==> config.mk <==
export PLATFORM = sky130hd
export DESIGN_NAME = ahb_default_slave
export DESIGN_NICKNAME = d
export VERILOG_FILES = /design/src/rtl/ahb_default_slave_pkg.sv /design/src/rtl/ahb_default_slave_err.sv /design/src/rtl/ahb_default_slave.sv
export SDC_FILE = /design/constraint.sdc
export NUM_CORES = 1
export LEC_CHECK = 0
export BUFFER_PORTS_ARGS = -buffer_cell sky130_fd_sc_hd__buf_2
export CAP_MARGIN = 40
export CORE_ASPECT_RATIO = 1.25
export CORE_UTILIZATION = 47
export DETAILED_ROUTE_END_ITERATION = 8
export PLACE_DENSITY = 0.9
export SYNTH_ARGS = -nofsm -noshare
export SYNTH_HDL_FRONTEND = slang
export SYNTH_HIERARCHICAL = 1
export SYNTH_SLANG_ARGS = --single-unit
==> constraint.sdc <==
create_clock -name hclk -period 3.2 [get_ports hclk]
set_input_delay 0.96 -clock hclk [delete_from_list [all_inputs] [get_ports hclk]]
set_output_delay 0.96 -clock hclk [all_outputs]
set_load 0.01 [all_outputs]
==> src/rtl/ahb_default_slave_pkg.sv <==
// Shared AHB types for the default (unmapped-region) responder.
package ahb_default_slave_pkg;

  typedef enum logic [1:0] {
    IDLE   = 2'b00,
    BUSY   = 2'b01,
    NONSEQ = 2'b10,
    SEQ    = 2'b11
  } htrans_type;

  typedef enum logic [1:0] {
    OKAY  = 2'b00,
    ERROR = 2'b01,
    RETRY = 2'b10,
    SPLIT = 2'b11
  } hresp_type;

  typedef enum logic [1:0] {
    ST_IDLE,
    ST_ERR1,
    ST_ERR2
  } dslv_state_type;

  function automatic logic is_active(input htrans_type t);
    return (t == NONSEQ) || (t == SEQ);
  endfunction

endpackage

==> src/rtl/ahb_default_slave_err.sv <==
// Error log: captures the offending access, counts errors and pulses an interrupt.
module ahb_err_log #(
  parameter int unsigned ADDR_WIDTH = 32,
  parameter int unsigned CNT_WIDTH  = 8
) (
  input  logic                  clk,
  input  logic                  reset,
  input  logic                  accept,
  input  logic [ADDR_WIDTH-1:0] addr,
  input  logic                  write,
  input  logic                  clr,
  output logic                  err_valid,
  output logic [ADDR_WIDTH-1:0] err_addr,
  output logic                  err_write,
  output logic [CNT_WIDTH-1:0]  err_count,
  output logic                  err_irq
);

  always_ff @(posedge clk) begin
    if (reset) begin
      err_valid <= 1'b0;
      err_addr  <= '0;
      err_write <= 1'b0;
      err_count <= '0;
      err_irq   <= 1'b0;
    end else begin
      err_irq <= accept;
      // A capture in the same cycle as a clear wins and restarts the count at one.
      if (accept) begin
        err_valid <= 1'b1;
        err_addr  <= addr;
        err_write <= write;
        if (clr)
          err_count <= CNT_WIDTH'(1);
        else if (err_count != '1)
          err_count <= err_count + CNT_WIDTH'(1);
      end else if (clr) begin
        err_valid <= 1'b0;
        err_count <= '0;
      end
    end
  end

endmodule

==> src/rtl/ahb_default_slave.sv <==
// AHB default slave: two-cycle ERROR response for unmapped transfers plus error logging.
module ahb_default_slave
  import ahb_default_slave_pkg::*;
#(
  parameter int unsigned AHB_ADDR_WIDTH = 32,
  parameter int unsigned AHB_DATA_WIDTH = 32,
  parameter int unsigned ERR_CNT_WIDTH  = 8
) (
  input  logic                      hclk,
  input  logic                      hreset,
  input  logic                      hsel,
  input  logic [AHB_ADDR_WIDTH-1:0] haddr,
  input  htrans_type                htrans,
  input  logic                      hwrite,
  input  logic                      hready,
  output logic                      hreadyout,
  output hresp_type                 hresp,
  output logic [AHB_DATA_WIDTH-1:0] hrdata,
  input  logic                      err_clr,
  output logic                      err_valid,
  output logic [AHB_ADDR_WIDTH-1:0] err_addr,
  output logic                      err_write,
  output logic [ERR_CNT_WIDTH-1:0]  err_count,
  output logic                      err_irq
);

  dslv_state_type state, next_state;
  logic           accept;

  assign accept = hsel && hready && is_active(htrans);
  assign hrdata = '0;

  always_ff @(posedge hclk) begin
    if (hreset) state <= ST_IDLE;
    else        state <= next_state;
  end

  always_comb begin
    next_state = state;
    hreadyout  = 1'b1;
    hresp      = OKAY;
    case (state)
      ST_IDLE: begin
        if (accept) next_state = ST_ERR1;
      end
      ST_ERR1: begin
        hreadyout  = 1'b0;
        hresp      = ERROR;
        next_state = ST_ERR2;
      end
      ST_ERR2: begin
        hresp      = ERROR;
        next_state = accept ? ST_ERR1 : ST_IDLE;
      end
      default: next_state = ST_IDLE;
    endcase
  end

  ahb_err_log #(
    .ADDR_WIDTH (AHB_ADDR_WIDTH),
    .CNT_WIDTH  (ERR_CNT_WIDTH)
  ) u_err_log (
    .clk       (hclk),
    .reset     (hreset),
    .accept    (accept),
    .addr      (haddr),
    .write     (hwrite),
    .clr       (err_clr),
    .err_valid (err_valid),
    .err_addr  (err_addr),
    .err_write (err_write),
    .err_count (err_count),
    .err_irq   (err_irq)
  );

endmodule

Word level (Yosys, flattened, before mapping). Index checks and enable logic that the tools add are counted.

Equality and inequality tests: 6. Reduce and logical (&&, ||, !) cells: 8. Add/subtract/negate cells: 1. Multiplexer cells: 11.

Operators by type and width (count): 8-bit two-way mux (4); 8-bit by 1-bit adder with 8-bit output, second input constant (1); 8-bit != test, second input constant (1); 2-bit equality test, second input constant (3); 2-bit case mux with 3 select lines (1); 1-bit two-way mux (5); 2-bit nonzero test (2); 2-bit by 1-bit equality test with 1-bit output, second input constant (1); 1-bit logical AND (2); 2-bit zero test (1); 2-bit two-way mux (1); 2-bit != test, second input constant (1); 2-bit AND reduction (1); 2-bit OR reduction (1); 1-bit logical OR (1).

Register bits after elaboration: 45. Input port bits: 40. Output and inout port bits: 78. Word-level logic and storage cells: 32.

Logic depth before layout (Yosys ltp). Gate-level depths: netlist of run 1.

Word-level depth: 5. Mapped depth: 7.

Cells and area by module. Netlist of run 1, hierarchy kept.

Modules (own cells, without submodules): ahb_err_log (instances 1, cells an instance 159, seq. area each 860.8 µm², area each 1632.8 µm²); ahb_default_slave (instances 1, cells an instance 54, seq. area each 40.0 µm², area each 427.9 µm²).

Worst setup path before layout of run 1. OpenSTA, ideal clock, no wires.

Path kind: input to register. Start point: in hsel. End point: reg u_err_log.err_addr[0]. Buffers on the path: 2. Slack: 1.280 ns. Data arrival time: 1.793 ns. Stages on the path: 6. Cells stage by stage: nand3_2 > inv_2 > clkbuf_1 > buf_2 > mux2i_1 > nor2_1.

Cells in the longest elaborated chain, start to end: 2.

Ends and longest elaborated chain: start, declared (line ahb_default_slave.sv:11) `input logic hsel,`; 1-bit logical AND (2 in series) (line ahb_default_slave.sv:30) `assign accept = hsel && hready && is_active(htrans);`; via accept (line ahb_default_slave.sv:28) `logic accept;`; end signal, assigned (line ahb_default_slave_err.sv:31) `err_addr <= addr;`; end, declared (line ahb_default_slave_err.sv:13) `output logic [ADDR_WIDTH-1:0] err_addr,`.

The timed path passes the listed nets, and every way through them passes these cells. A chain may end at the register's enable or synchronous reset.

Worst setup path in the final report of run 1.
Start point: reg state[0]. End point: out hresp[0].

Cells in the longest elaborated chain, start to end: 3.

Ends and longest elaborated chain: start, declared (line ahb_default_slave.sv:27) `dslv_state_type state, next_state;`; start signal, assigned (line ahb_default_slave.sv:35) `else state <= next_state;`; 2-bit equality test / 2-bit by 1-bit equality test with 1-bit output (equally long branches) (line ahb_default_slave.sv:42) `case (state)`; 2-bit OR reduction (no source line) (*); 1-bit two-way mux (*) (line ahb_default_slave.sv:42); end, declared (line ahb_default_slave.sv:17) `output hresp_type hresp,`.

Mark *: on every way between the ends. The rest lies on a longest branch, timed or not.

==> results.json, run 1 <==
{
  "status": "finished clean",
  "dieArea_mm2": 0.00465,
  "synthCells": 213,
  "hp-class": "reg -> reg",
  "grt_antenna_before_repair": 0,
  "post-route-drc-count": 0,
  "whs_path_depth": 2,
  "insertion_delay_ns": 0.29,
  "synth_cell_types": 33,
  "cts_max_path_buffers": 2,
  "period_share": 0.681,
  "crit_fanout": 5,
  "diodes": 0,
  "yosys_register_bits": 45,
  "nets": 340,
  "grt_pass1_vias": 1491,
  "cts.sinks": 45,
  "tns_ns": 0,
  "maxSlewHeadroom": 0.521,
  "die_w_um": 61.2,
  "routabilityCongestion": 0.781,
  "initialDrtViolationCount": 67,
  "worstMarginPinSlew_ns": 0.719,
  "drv_slew": 0,
  "cts_resized": 0,
  "fmaxAchievable_mhz": 459,
  "drive_gt1_frac": 0.337,
  "ios": 118,
  "hold_end": "u_err_log/err_valid",
  "grt_pass1_wl_mm": 6.23,
  "synth.avg_cell_area_um2": 9.67,
  "timing.rr.end": "u_err_log/err_count[0]",
  "synth_area_mm2": 0.00206,
  "dpl_cell_area_mm2": 0.00240,
  "grt_max_degree": 42,
  "worst_ep_required_time_ns": 2.24,
  "grt_overflow": 0,
  "power_leakage_nw": 1.25,
  "synth_most_common_cell": "dfxtp_1",
  "cts_tree": "built",
  "arrival_ns": 1.22,
  "startpoint_type": "register",
  "grtUsageTotal": 0.175,
  "crit_type": "reg -> out",
  "synth-edff-count": 0,
  "clockRootBuffer": "clkbuf_8",
  "rr_worst_depth": 4,
  "setup_viol": 0,
  "ys_seq_area_frac": 0.437,
  "power.density_mw_per_mm2": 427,
  "holdWs_ns": 0.486,
  "ant_nets": 0,
  "cts_hold_buf": 0,
  "postCtsSetupRepairBufs": 0,
  "clkSlewWorstSetupHoldPaths_ns": 0.08,
  "routedWlPerCell_um": 11.1,
  "core_mm2": 0.00413,
  "via_per_inst": 4.70,
  "yosys.area.top_type": "dfxtp_1",
  "hpwl_mm": 2.84,
  "numCtsBuffers": 5,
  "first_pass_iters": 4,
  "routed_wl_mm": 3.87,
  "fin_skew_ns": 0.000701,
  "finalCriticalPeriod_ns": 2.18,
  "dominantRegCellSynth": "dfxtp_1",
  "row_count": 26,
  "power.total_mw": 1.06,
  "critPathCaptureType": "output pin",
  "start_util": 0.499,
  "dr_total_vias": 1645,
  "rsz0062_at_grt": "false",
  "hp-start": "u_err_log/err_valid",
  "syn2layout_area_growth_pct": 20.8,
  "ir_drop_v": 0.000300,
  "reg2reg_from": "u_err_log/err_count[0]",
  "yosys_warnings": 6,
  "synth_common_cells": "dfxtp_1 (45), mux2i_1 (36), nor2_1 (35)",
  "htreeDepth": 2,
  "portBuffers": 83,
  "yosys.area.top_type_share": 0.437,
  "synth_area_leaders": "dfxtp_1 (44%), mux2i_1 (17%), buf_4 (12%)",
  "maxCapViolCount": 0,
  "async_flop_share": 0,
  "ff2ff_setup_slack_ns": 1.56,
  "fin_area_mm2": 0.00249,
  "die_y_um": 76.0,
  "hold_viol": 0
}
## sequential cells by signal, indices dropped and copies added (netlist names)
register and count:
u_err_log/err_addr 32, u_err_log/err_count 8, state 2, u_err_log/err_irq 1, u_err_log/err_valid 1, u_err_log/err_write 1
## cell usage in the layout (no fill, tap or decap), drive strengths merged, types with 5 or more instances in the layout
cell type   n
o21ai       5
mux2i      36
clkbuf      6
conb       33
inv         7
dfxtp      45
buf        84
nand2       5
nor2       35
ha          6
## stage by stage
step	utilization	instances	worst slack [ns]
final	0.603	350	1.02
after global routing	0.603	350	0.937
after CTS	0.603	350	1.00
after detailed placement	0.581	343	0.838
after global placement	0.581	343	0.844
after floorplan	-	245	1.28
## power breakdown
part           total, mW  internal (mW)  leakage [nW]  switching, mW
registers          0.585          0.576         0.365        0.00903
logic              0.123         0.0515         0.837         0.0718
clock network      0.354          0.171        0.0433          0.184
total               1.06          0.798          1.25          0.265
## final cells by class
class	instances	area [um2]
Clock buffer	6	82.6
Sequential cell	45	901
Tap cell	56	70.1
Timing Repair Buffer	84	435
Multi-Input combinational cell	151	967
Inverter	7	26.3
Fill cell	379	1640
Clock inverter	1	7.51
## layer usage
layer,GRT usage,part of all wire
met5,0,0
met4,0.0864,0.022
met3,0.0594,0.081
met2,0.287,0.49
met1,0.194,0.41
## how the worst max path moves through the flow
| stage | from | to | slack [ns] |
|---|---|---|---|
| 2_1_floorplan | hsel | u_err_log/err_addr[0] | 1.28 |
| 3_3_place_gp | hsel | u_err_log/err_count[6] | 0.84 |
| 3_5_place_dp | hsel | u_err_log/err_count[7] | 0.84 |
| 4_1_cts | state[0] | hresp[0] | 1.00 |
| 5_1_grt | state[0] | hresp[0] | 0.94 |
| 6_report | state[0] | hresp[0] | 1.02 |
## kinds of logic after synthesis
family                   Yosys count  share of synthesized area
AND/OR/NAND/NOR                   60                      0.147
adder cells (fa/ha/maj)            6                     0.0364
AO/OA/AOI/OAI                     16                     0.0510
multiplexers                      36                      0.175
other                              1                    0.00182
flip-flops                        45                      0.437
buffers and inverters             49                      0.152
## critical path, cell delays in order (launching register included)
cell and delay [ns]:
dfxtp_1 0.41, inv_1 0.09, ha_1 0.29, buf_2 0.14
Note: power is estimated with default switching activity, not from simulation.
==> run 2: changes to the inputs <==
--- a/config.mk
+++ b/config.mk
@@ -5,12 +5,13 @@
 export SDC_FILE = /design/constraint.sdc
 export NUM_CORES = 1
 export LEC_CHECK = 0
+export ABC_AREA = 1
 export BUFFER_PORTS_ARGS = -buffer_cell sky130_fd_sc_hd__buf_2
 export CAP_MARGIN = 40
 export CORE_ASPECT_RATIO = 1.25
-export CORE_UTILIZATION = 47
+export CORE_UTILIZATION = 44
 export DETAILED_ROUTE_END_ITERATION = 8
-export PLACE_DENSITY = 0.9
+export PLACE_DENSITY = 0.85
 export SYNTH_ARGS = -nofsm -noshare
 export SYNTH_HDL_FRONTEND = slang
 export SYNTH_HIERARCHICAL = 1
==> constraint.sdc (replaced) <==
create_clock -name hclk -period 2.05 [get_ports hclk]
set_input_delay 0.615 -clock hclk [delete_from_list [all_inputs] [get_ports hclk]]
set_output_delay 0.615 -clock hclk [all_outputs]
set_load 0.01 [all_outputs]
==> results.json, run 2 <==
{
  "synth_area_mm2": 0.00210,
  "final_common_cell": "buf_2",
  "dp_slack_ns": 0.277,
  "top_regs": "u_err_log/err_addr: 32 flops, u_err_log/err_count: 8 flops, state: 2 flops",
  "htreeDepth": 2,
  "status": "finished clean",
  "grt_antenna_before_repair": 0,
  "p_int_mw": 1.40,
  "fill_cells": 442,
  "power.density_mw_per_mm2": 727,
  "dieArea_mm2": 0.00505,
  "final_cells": 415,
  "cts_max_path_buffers": 2,
  "cts_hold_buf": 0,
  "fmaxAchievable_mhz": 552,
  "grt_pass1_wl_mm": 7.12,
  "clockRootBuffer": "clkbuf_8",
  "synth_area_leaders": "dfxtp_1 (43%), nor2_1 (13%), buf_4 (12%)",
  "critPathCaptureType": "output pin",
  "setup_viol": 0,
  "yosys_warnings": 6,
  "pwr-share-comb": 0.131,
  "via_per_inst": 4.56,
  "regMostFlops": "u_err_log/err_addr",
  "yosys.area.top_type_share": 0.429,
  "nets": 402,
  "hpwl_mm": 3.28,
  "dr_total_vias": 1893,
  "syn2layout_area_growth_pct": 21.4,
  "synth_cell_types": 26,
  "core_mm2": 0.00449,
  "initialDrtViolationCount": 74,
  "seqPwrFrac": 0.503,
  "drv_slew": 0,
  "grtUsageTotal": 0.177,
  "synthCells": 275,
  "layout_setup_ws_ns": 0.239,
  "yosys_register_bits": 45,
  "fin_area_mm2": 0.00255,
  "path_cells": "inv_1 -> ha_1 -> buf_2",
  "routedWlPerCell_um": 10.6,
  "hold_viol": 0,
  "power.switching_mw": 0.452,
  "power_leakage_nw": 1.38,
  "crit_fanout": 5,
  "power.total_mw": 1.85,
  "place_inst": 407,
  "hp-class": "reg -> reg",
  "portBuffers": 83,
  "async_flop_share": 0,
  "arrival_ns": 1.20,
  "grt_pass1_vias": 1705,
  "worst_ep_required_time_ns": 1.43,
  "post-route-drc-count": 0,
  "diodes": 0,
  "postCtsSetupRepairBufs": 0,
  "clkSlewWorstSetupHoldPaths_ns": 0.08,
  "start_util": 0.467,
  "drive_gt1_frac": 0.297,
  "ant_nets": 0,
  "synth-edff-count": 0,
  "final_cell_mix": "buf_2 (83), nor2_1 (75), dfxtp_1 (45)",
  "swShare": 0.244,
  "dpl_cell_area_mm2": 0.00243,
  "startpoint_type": "register",
  "row_count": 27,
  "ios": 118,
  "fin_util": 0.567,
  "period_share": 0.883,
  "slowest_delay_ns": 0.41,
  "cts_tree": "built",
  "first_pass_iters": 4,
  "synth.avg_cell_area_um2": 7.63,
  "rsz0062_at_grt": "false",
  "clockPowerShare": 0.366,
  "ir_drop_v": 0.000452,
  "insertion_delay_ns": 0.28,
  "cts.sinks": 45,
  "cts_resized": 0,
  "dominantRegCellSynth": "dfxtp_1",
  "die_w_um": 63.8,
  "numCtsBuffers": 5,
  "ys_seq_area_frac": 0.429,
  "routed_wl_mm": 4.39,
  "synth_common_cells": "nor2_1 (75), dfxtp_1 (45), buf_4 (34), o21ai_0 (34), nand2_1 (20)",
  "fin_skew_ns": 0.00529,
  "yosys.area.top_type": "dfxtp_1",
  "grt_overflow": 0,
  "slowest_stage": "dfxtp_1",
  "die_y_um": 79.2,
  "routabilityCongestion": 0.864,
  "grt_max_degree": 38,
  "tns_ns": 0,
  "largest_reg_flops": 32,
  "finalCriticalPeriod_ns": 1.81,
  "maxCapViolCount": 0,
  "crit_type": "reg -> out",
  "synth_most_common_cell": "nor2_1",
  "holdWs_ns": 0.489
}
[run 2: cell count changes after synthesis, sizes merged, moves of 3 or more]
| cell | previous run | this run |
|---|---|---|
| nor2 | 35 | 76 |
| nand2 | 5 | 25 |
| nor2b | 3 | 0 |
| inv | 7 | 17 |
| nand3 | 4 | 11 |
| o21ai | 5 | 36 |
| a21oi | 4 | 8 |
| mux2i | 36 | 0 |
[run 2: path summary, 6_finish.rpt]
kind | start | endpoint | slack [ns] | cells past startpoint
min reg2reg | u_err_log/err_valid | u_err_log/err_valid | 0.49 | 2
max reg2reg | u_err_log/err_count[1] | u_err_log/err_count[7] | 0.67 | 9
max | state[0] | hresp[0] | 0.24 | 3
min | u_err_log/err_valid | u_err_log/err_valid | 0.49 | 2
[run 2: cell type report]
type / count / area [um2] / area share
flip-flops and latches: 45 / 901 / 0.354
well taps: 58 / 72.6 / 0.0285
clock buffers: 7 / 86.3 / 0.0339
clock inverters: 1 / 30.0 / 0.0118
multi-input cells: 201 / 956 / 0.375
inverters: 17 / 63.8 / 0.0250
repair buffers: 86 / 438 / 0.172
[run 2: cells by family after synthesis]
group | Yosys count | share of synthesized area
AOI/OAI and AO/OA | 47 | 0.120
adders and majority gates | 6 | 0.0358
buffers and inverters | 61 | 0.172
DFF | 45 | 0.429
other | 1 | 0.00179
and+or+nand+nor | 115 | 0.240
[run 2: metal layers]
layer / global-route usage / share of wire
met1: 0.189 / 0.40
met2: 0.329 / 0.53
met3: 0.0474 / 0.068
met4: 0.0591 / 0.0050
met5: 0 / 0
[run 2: power groups by stage]
stage | sequential [mW] | clock [mW] | combinational (mW)
6_report | 0.933 | 0.678 | 0.242
5_1_grt | 0.938 | 0.734 | 0.273
4_1_cts | 0.933 | 0.703 | 0.244
3_5_place_dp | 0.953 | 0 | 0.243
3_3_place_gp | 0.952 | 0 | 0.238
2_1_floorplan | 0.969 | 0 | 0.175
[run 2: critical path: cells and delay by family (launching register included)]
| kind | cells | cell delay [ns] |
|---|---|---|
| fa+ha+maj | 1 | 0.28 |
| flops | 1 | 0.41 |
| buf+inv | 2 | 0.23 |
==> run 3: changes to the inputs <==
--- a/config.mk
+++ b/config.mk
@@ -5,14 +5,12 @@
 export SDC_FILE = /design/constraint.sdc
 export NUM_CORES = 1
 export LEC_CHECK = 0
-export ABC_AREA = 1
 export BUFFER_PORTS_ARGS = -buffer_cell sky130_fd_sc_hd__buf_2
 export CAP_MARGIN = 40
 export CORE_ASPECT_RATIO = 1.25
-export CORE_UTILIZATION = 44
+export CORE_UTILIZATION = 43
 export DETAILED_ROUTE_END_ITERATION = 8
-export PLACE_DENSITY = 0.85
+export PLACE_DENSITY = 0.84
 export SYNTH_ARGS = -nofsm -noshare
 export SYNTH_HDL_FRONTEND = slang
-export SYNTH_HIERARCHICAL = 1
 export SYNTH_SLANG_ARGS = --single-unit
==> results.json, run 3 <==
{
  "synth_area_mm2": 0.00205,
  "hp-class": "reg -> reg",
  "rsz0062_at_grt": "false",
  "postCtsSetupRepairBufs": 0,
  "first_pass_iters": 4,
  "syn2layout_area_growth_pct": 21.0,
  "grt_pass1_vias": 1582,
  "crit_cells": 3,
  "critPathCaptureType": "output pin",
  "startpoint_type": "register",
  "grt_antenna_before_repair": 0,
  "grtUsageTotal": 0.170,
  "routedWlPerCell_um": 10.5,
  "cts.sinks": 45,
  "clkSlewWorstSetupHoldPaths_ns": 0.07,
  "yosys.area.top_type_share": 0.440,
  "cts_max_path_buffers": 2,
  "yosys_warnings": 0,
  "rr_worst_depth": 4,
  "diodes": 0,
  "final_cell_mix": "buf_2 (83), nand2_1 (74), dfxtp_1 (45)",
  "maxCapViolCount": 0,
  "multiInputGateArea_um2": 946,
  "portBuffers": 83,
  "clockRootBuffer": "clkbuf_8",
  "routed_wl_mm": 4.13,
  "status": "finished clean",
  "fill_cells": 441,
  "numCtsBuffers": 5,
  "initialDrtViolationCount": 71,
  "die_w_um": 63.7,
  "insertion_delay_ns": 0.28,
  "finalCriticalPeriod_ns": 1.81,
  "holdWs_ns": 0.452,
  "power_leakage_nw": 1.19,
  "start_util": 0.456,
  "routabilityCongestion": 0.781,
  "path_cells": "inv_1 -> ha_1 -> buf_2",
  "regMostFlops": "u_err_log.err_addr",
  "slowest_delay_ns": 0.41,
  "place_inst": 386,
  "ios": 118,
  "cp-startpoint": "state[0]",
  "ir_drop_v": 0.000443,
  "seq_area_um2": 901,
  "async_flop_share": 0,
  "synth.avg_cell_area_um2": 8.09,
  "htreeDepth": 2,
  "core_mm2": 0.00449,
  "grt_overflow": 0,
  "fin_skew_ns": 0.00153,
  "crit_path_end": "hresp[0]",
  "crit_fanout": 5,
  "tns_ns": 0,
  "synth-edff-count": 0,
  "setup_viol": 0,
  "period_share": 0.881,
  "top_regs": "u_err_log.err_addr: 32 flops, u_err_log.err_count: 8 flops, state: 2 flops",
  "power.density_mw_per_mm2": 654,
  "final_cells": 393,
  "synthCells": 253,
  "synth_area_leaders": "dfxtp_1 (44%), nand2_1 (14%), buf_4 (12%)",
  "fmaxAchievable_mhz": 554,
  "die_y_um": 79.1,
  "cts_tree": "built",
  "crit_buf_inv": 2,
  "yosys_register_bits": 45,
  "ant_nets": 0,
  "slowest_stage": "dfxtp_1",
  "hold_viol": 0,
  "yosys.area.top_type": "dfxtp_1",
  "dominantRegCellSynth": "dfxtp_1",
  "timing.rr.end": "u_err_log.err_count[4]",
  "cts_hold_buf": 0,
  "cts_resized": 0,
  "dieArea_mm2": 0.00504,
  "dr_total_vias": 1808,
  "grt_max_degree": 25,
  "reg2reg_from": "u_err_log.err_count[0]",
  "via_per_inst": 4.60,
  "synth_common_cells": "nand2_1 (74), dfxtp_1 (45), a21oi_1 (38)",
  "ff2ff_setup_slack_ns": 0.57,
  "worst_ep_required_time_ns": 1.43,
  "post-route-drc-count": 0,
  "synth_most_common_cell": "nand2_1",
  "synth_cell_types": 29,
  "hpwl_mm": 3.09,
  "arrival_ns": 1.19,
  "path_delay_family": "flip-flops",
  "grt_pass1_wl_mm": 6.76,
  "drive_gt1_frac": 0.290,
  "crit_type": "reg -> out",
  "row_count": 27,
  "final_common_cell": "buf_2",
  "nets": 381,
  "ys_seq_area_frac": 0.440,
  "largest_reg_flops": 32,
  "power.total_mw": 1.62,
  "drv_slew": 0
}
[run 3: per-stage QoR]
stage	util	cell area, um2	setup WS [ns]
global placement	0.532	2390	0.399
CTS	0.551	2480	0.219
finish	0.551	2480	0.245
detailed placement	0.532	2390	0.379
global route	0.551	2480	0.158
floorplan	-	2170	0.579
[run 3: final cells by class]
| class | count | area share |
|---|---|---|
| clock buffers | 7 | 0.0348 |
| multi-input cells | 190 | 0.382 |
| well taps | 58 | 0.0293 |
| flip-flops and latches | 45 | 0.364 |
| inverters | 5 | 0.00758 |
| repair buffers | 88 | 0.183 |
[run 3: per-layer routing]
metal  track usage  routed length, um  up-vias  part of all wire
met5             0                  0        -                 0
met4        0.0705                 33        0            0.0080
li1              -                  -      926                 -
met3        0.0316                270        4             0.065
met1         0.187               1740      798              0.42
met2         0.313               2090       80              0.51
[run 3: how the worst min path moves through the flow]
stage                           startpoint                      to  slack [ns]  cells past startpoint
floorplan                         state[1]                state[1]        0.48                      2
global placement    u_err_log.err_addr[12]  u_err_log.err_addr[12]        0.44                      2
detailed placement   u_err_log.err_addr[8]   u_err_log.err_addr[8]        0.44                      2
CTS                  u_err_log.err_addr[8]   u_err_log.err_addr[8]        0.45                      2
global route         u_err_log.err_addr[5]   u_err_log.err_addr[5]        0.48                      2
finish               u_err_log.err_addr[8]   u_err_log.err_addr[8]        0.45                      2
[run 3: cell families after synthesis]
| logic type | Yosys count | synth area share |
|---|---|---|
| compound gates | 47 | 0.127 |
| buf+inv | 50 | 0.156 |
| mux | 4 | 0.0196 |
| fa+ha+maj | 6 | 0.0367 |
| flops | 45 | 0.440 |
| other cells | 1 | 0.00183 |
| simple gates | 100 | 0.219 |
[run 3: tightest hold or removal path: stages (launching register included)]
cell and delay, ns:
dfxtp_1 0.31, nand2_1 0.05, a21oi_1 0.05
[run 3: where the power goes]
group | leakage (nW) | internal (mW) | switching, mW | total [mW]
Sequential | 0.365 | 0.898 | 0.0130 | 0.911
Combinational | 0.778 | 0.0688 | 0.113 | 0.182
Clock | 0.0443 | 0.267 | 0.260 | 0.527
